==> src/rtl/dmem_arbiter.sv <==
// Two-requester arbiter in front of a registered-read data memory.
// One transaction at a time: IDLE (grant) -> ISSUE (drive memory) -> CAPTURE
// (read data valid) -> registered response to the winning requester.
module dmem_arbiter #(
  parameter int DEPTH = 1024,
  parameter int AW    = 32
) (
  input  logic          clk,
  input  logic          rst_n,
  input  logic          r0_valid,
  input  logic          r0_we,
  input  logic [AW-1:0] r0_addr,
  input  logic [31:0]   r0_wdata,
  input  logic          r1_valid,
  input  logic          r1_we,
  input  logic [AW-1:0] r1_addr,
  input  logic [31:0]   r1_wdata,
  output logic          r0_ready,
  output logic          r1_ready,
  output logic          r0_rsp_valid,
  output logic          r1_rsp_valid,
  output logic [31:0]   r0_rsp_rdata,
  output logic [31:0]   r1_rsp_rdata,
  output logic          r0_rsp_err,
  output logic          r1_rsp_err,
  output logic          mem_write_enable,
  output logic [AW-1:0] mem_read_address,
  output logic [AW-1:0] mem_write_address,
  output logic [31:0]   mem_data_in,
  input  logic [31:0]   mem_data_out
);

  // One extra bit so the range check never truncates DEPTH or the address.
  localparam logic [AW:0] DEPTH_X = (AW+1)'(DEPTH);

  typedef enum logic [1:0] {
    S_IDLE    = 2'd0,
    S_ISSUE   = 2'd1,
    S_CAPTURE = 2'd2
  } state_t;

  state_t        r_state;
  state_t        w_state_next;
  logic          r_last_grant;
  logic          r_id;
  logic          r_we;
  logic          r_oor;
  logic [AW-1:0] r_addr;
  logic [31:0]   r_wdata;

  logic          w_any;
  logic          w_grant;
  logic          w_accept;
  logic          w_sel_we;
  logic [AW-1:0] w_sel_addr;
  logic [31:0]   w_sel_wdata;

  // Grant selection: a lone requester wins; under contention the one not served last wins.
  always_comb begin
    w_any   = r0_valid | r1_valid;
    w_grant = 1'b0;
    if (r0_valid && r1_valid) begin
      w_grant = ~r_last_grant;
    end else if (r1_valid) begin
      w_grant = 1'b1;
    end
    w_accept    = (r_state == S_IDLE) && w_any;
    w_sel_we    = w_grant ? r1_we    : r0_we;
    w_sel_addr  = w_grant ? r1_addr  : r0_addr;
    w_sel_wdata = w_grant ? r1_wdata : r0_wdata;
  end

  assign r0_ready = w_accept & ~w_grant;
  assign r1_ready = w_accept &  w_grant;

  // State register plus capture of the accepted request.
  always_ff @(posedge clk or negedge rst_n) begin
    if (!rst_n) begin
      r_state      <= S_IDLE;
      r_last_grant <= 1'b1;
      r_id         <= 1'b0;
      r_we         <= 1'b0;
      r_oor        <= 1'b0;
      r_addr       <= '0;
      r_wdata      <= '0;
    end else begin
      r_state <= w_state_next;
      if (w_accept) begin
        r_id         <= w_grant;
        r_last_grant <= w_grant;
        r_we         <= w_sel_we;
        r_addr       <= w_sel_addr;
        r_wdata      <= w_sel_wdata;
        r_oor        <= ({1'b0, w_sel_addr} >= DEPTH_X);
      end
    end
  end

  // Next state and the ISSUE-only write strobe; decoding from state lets reset kill it instantly.
  always_comb begin
    w_state_next     = r_state;
    mem_write_enable = 1'b0;
    case (r_state)
      S_IDLE: begin
        if (w_any) w_state_next = S_ISSUE;
      end
      S_ISSUE: begin
        mem_write_enable = r_we & ~r_oor;
        w_state_next     = S_CAPTURE;
      end
      S_CAPTURE: begin
        w_state_next = S_IDLE;
      end
      default: begin
        w_state_next = S_IDLE;
      end
    endcase
  end

  assign mem_read_address  = r_addr;
  assign mem_write_address = r_addr;
  assign mem_data_in       = r_wdata;

  // Per-requester response registers; only the captured requester's set is touched.
  for (genvar gi = 0; gi < 2; gi++) begin : g_rsp
    logic        w_hit;
    logic        r_rsp_valid;
    logic        r_rsp_err;
    logic [31:0] r_rsp_rdata;

    assign w_hit = (r_state == S_CAPTURE) && (r_id == 1'(gi));

    // Valid pulses for one cycle; data and error hold until this requester's next response.
    always_ff @(posedge clk or negedge rst_n) begin
      if (!rst_n) begin
        r_rsp_valid <= 1'b0;
        r_rsp_err   <= 1'b0;
        r_rsp_rdata <= '0;
      end else begin
        r_rsp_valid <= w_hit;
        if (w_hit) begin
          r_rsp_err   <= r_oor;
          r_rsp_rdata <= r_oor ? 32'h0 : mem_data_out;
        end
      end
    end
  end

  assign r0_rsp_valid = g_rsp[0].r_rsp_valid;
  assign r0_rsp_err   = g_rsp[0].r_rsp_err;
  assign r0_rsp_rdata = g_rsp[0].r_rsp_rdata;
  assign r1_rsp_valid = g_rsp[1].r_rsp_valid;
  assign r1_rsp_err   = g_rsp[1].r_rsp_err;
  assign r1_rsp_rdata = g_rsp[1].r_rsp_rdata;

endmodule

==> config.mk <==
export PLATFORM = sky130hd
export DESIGN_NAME = dmem_arbiter
export DESIGN_NICKNAME = d
export VERILOG_FILES = /design/src/rtl/dmem_arbiter.sv
export SDC_FILE = /design/constraint.sdc
export NUM_CORES = 1
export LEC_CHECK = 0
export CAP_MARGIN = 5
export CORE_AREA = 2 2 130 132
export CTS_CLUSTER_DIAMETER = 150
export CTS_CLUSTER_SIZE = 8
export DETAILED_ROUTE_END_ITERATION = 6
export DIE_AREA = 0 0 132 134
export GPL_ROUTABILITY_DRIVEN = 0
export PLACE_DENSITY = 0.77
export SLEW_MARGIN = 20
export SYNTH_ARGS = -nofsm -noshare
export SYNTH_HDL_FRONTEND = slang
export SYNTH_SLANG_ARGS = --single-unit
==> constraint.sdc <==
create_clock -name clk -period 3.75 [get_ports clk]
set_clock_uncertainty 0.05 [all_clocks]
set_input_delay 0.9375 -clock clk [delete_from_list [all_inputs] [get_ports clk]]
set_output_delay 0.9375 -clock clk [all_outputs]
set_load 0.005 [all_outputs]
==> out/results.txt <==
Initial antenna violation count: 0
Total GRT Usage: 0.209
Slowest Stage Delay on Critical Path: 0.55 ns
Port buffer count: 332
CP Capture Type: output pin
Vias in the first global route: 5366
Area of the mapped netlist: 5980 um2
Number of flops mapped to enable cells by yosys: 0
Clk sink count: 138
Synth Net Count: 768
Net Switching: 2.18 mW
First-pass GRT wire length: 29000 um
Post-synthesis cell count: 602
Switching Fraction: 0.319
Synth Register Bits: 138
Max VDD drop: 0.367 mV
Combinational Power Share: 0.403
Setup bufs post-CTS: 0
Top_reg_cell synth: dfrtp_1
Antenna cells: 0
Die W: 132 um
Slew headroom: 0.596
Flop-to-flop setup slack: 1.90 ns
RSZ-0062 raised after global routing: false
Power density cells: 693 nW/um2
Routed wire length: 18800 um
Top cell type's share of synthesized area: 0.573
I/O Pins: 333
Clock power share: 0.247
Resized Gates After CTS: 0
Critical-path top delay cell: clkdlybuf4s50_1
H-tree levels: 4
Final Max Slew Viols: 0
Max Fclk: 293 MHz
Drt first pass iters: 4
HP Start: mem_data_in[29]$_DFFE_PN0P_
Synth cell types: 28
Hold Crit Depth: 2
Crit path top cell by count: clkdlybuf4s50_1
Critical path cell sequence: clkdlybuf4s50_1, a21boi_4, and2_1, clkdlybuf4s50_1
Asr flop ratio synth: 1.00
Num rows: 47
Fin crit period: 3.42 ns
Pint: 4.66 mW
Core Region: 16300 um2
Hold buffers post-CTS: 0
Outcome: complete, no violations
Path type of the worst setup path: input port to output pin
Remaining DRCs: 0
Ys Warns: 0
Critical Path AT: 2.43 ns
R2r startpoint: r_state[0]$_DFFE_PN0P_
Worst R2R Path Depth: 4
CTS clk-pin slew, worst paths: 0.06 ns
DP HPWL: 13700 um
Post-route antenna net violation count: 0
Most frequent cells after synthesis: nand2_1, dfrtp_1, o21ai_0, a22oi_1, buf_4
Die footprint: 17700 um2
Initial core utilization: 0.367
Worst reg2reg endpoint: r0_rsp_rdata[28]$_DFFE_PN0P_
CP max FO: 3
Final TNS setup: 0 ns
Bufs on Longest Clock Path: 2
Initial DRC count: 287
Hold EP: mem_data_in[29]$_DFFE_PN0P_
Final net count: 1058
Leak pwr: 4.23 nW
Area leader, netlist: dfrtp_1
Top delay family on crit path: buffers and inverters
Sequential share of power: 0.351
Hold Vio Cnt, Final: 0
Worst EP required: 2.76 ns
Chip Height: 134 um
Worst Max-Slew Pin Slew: 0.607 ns
Detailed-route wire length per cell: 16.7 um
Max-cap violation count: 0
Tcrit/Tclk final: 0.912
Layout cell share with drive strength beyond 1: 0.0519
Worst skew pair latency: 0.41 ns
Synthesized area per cell: 9.94 um2
Synth top area cells: dfrtp_1, nand2_1, o21ai_0
Startpoint class of the critical path: input port
Via count: 5395
CTS Buf Count: 17
Critical path startpoint: r1_valid
Grt ovf: 0
Seq/Total Area, Yosys: 0.577
Most frequent cell after synthesis: nand2_1
Vias/cell: 4.80
Root Buffer: clkbuf_16
Setup violations, final: 0
Final design utilization: 0.606
TritonCTS clock tree: yes
Area Overhead vs Synth: 65.0%
Bufs and invs on worst path: 2
Largest net degree at the start of global routing: 94
HP Class: flip-flop to flip-flop
[worst max path at each step]
stage / end / cells past startpoint
2_1_floorplan: r0_ready / 4
3_3_place_gp: r1_ready / 4
3_5_place_dp: r0_ready / 4
4_1_cts: r1_ready / 4
5_1_grt: r0_ready / 4
6_report: r1_ready / 4
[worst min-delay path, delay by kind of cell (launching register included)]
kind	cells	cell delay [ns]
DFF	1	0.34
and+or+nand+nor	2	0.09
[metal layers]
layer	GRT usage	up-vias	part of all wire
met5	0	-	0
met3	0.0676	21	0.080
met1	0.257	2531	0.41
met2	0.351	256	0.50
li1	-	2587	-
met4	0.0676	0	0.014
[kinds of logic (layout without fill, tap and decap cells)]
family / after synthesis / after routing / share of synthesized area
AO/OA/AOI/OAI: 136 / 136 / 0.130
flip-flops: 138 / 138 / 0.577
AND/OR/NAND/NOR: 223 / 223 / 0.165
buffers and inverters: 73 / 376 / 0.0734
multiplexers: 32 / 32 / 0.0535
[sequential cells by signal, indices dropped and copies added (netlist names)]
signal	cells
mem_read_address	32
r_id	1
r0_rsp_err	1
r_oor	1
mem_data_in	32
r1_rsp_rdata	32
r_state	2
r1_rsp_err	1
r0_rsp_valid	1
r0_rsp_rdata	32
r_last_grant	1
r1_rsp_valid	1
r_we	1
[placed cells by master, fill, tap and decap left out, types with 2 or more instances in the layout]
| master | instances |
|---|---|
| nand2_1 | 168 |
| a22oi_1 | 34 |
| nor2_1 | 2 |
| buf_4 | 7 |
| clkinvlp_4 | 2 |
| and3_1 | 2 |
| nor3_1 | 3 |
| dfrtp_1 | 137 |
| nand2b_1 | 32 |
| clkbuf_16 | 17 |
| inv_1 | 3 |
| clkinv_4 | 4 |
| buf_12 | 2 |
| nor4_1 | 9 |
| clkdlybuf4s50_1 | 331 |
| mux2i_1 | 32 |
| inv_6 | 4 |
| a21o_1 | 2 |
| bufinv_16 | 2 |
| o21ai_0 | 96 |
[stage by stage]
| step | power [mW] | area, um2 | hold slack (ns) | worst slack [ns] | std cells |
|---|---|---|---|---|---|
| after floorplan | 3.56 | 5980 | 0.381 | 0.962 | 602 |
| after global placement | 5.14 | 9270 | 0.399 | 0.336 | 1093 |
| after detailed placement | 5.20 | 9270 | 0.404 | 0.322 | 1093 |
| after CTS | 6.92 | 9870 | 0.419 | 0.319 | 1125 |
| after global routing | 7.26 | 9870 | 0.431 | 0.247 | 1125 |
| final | 6.84 | 9870 | 0.414 | 0.331 | 1125 |
[power by group through the flow]
stage               sequential [mW]  clock, mW  combinational [mW]
floorplan                      2.40          0                1.17
global placement               2.41          0                2.73
detailed placement             2.41          0                2.79
CTS                            2.40       1.72                2.80
global route                   2.47       1.79                3.01
finish                         2.40       1.69                2.75
[cell type report]
cell class	instances	area, um2
inverters	3	11.3
well taps	220	275
flip-flops and latches	138	3450
multi-input cells	391	2110
fillers	1417	6420
clock buffers	18	439
clock inverters	14	161
repair buffers	341	3420
(Power assumes the default switching activity.)
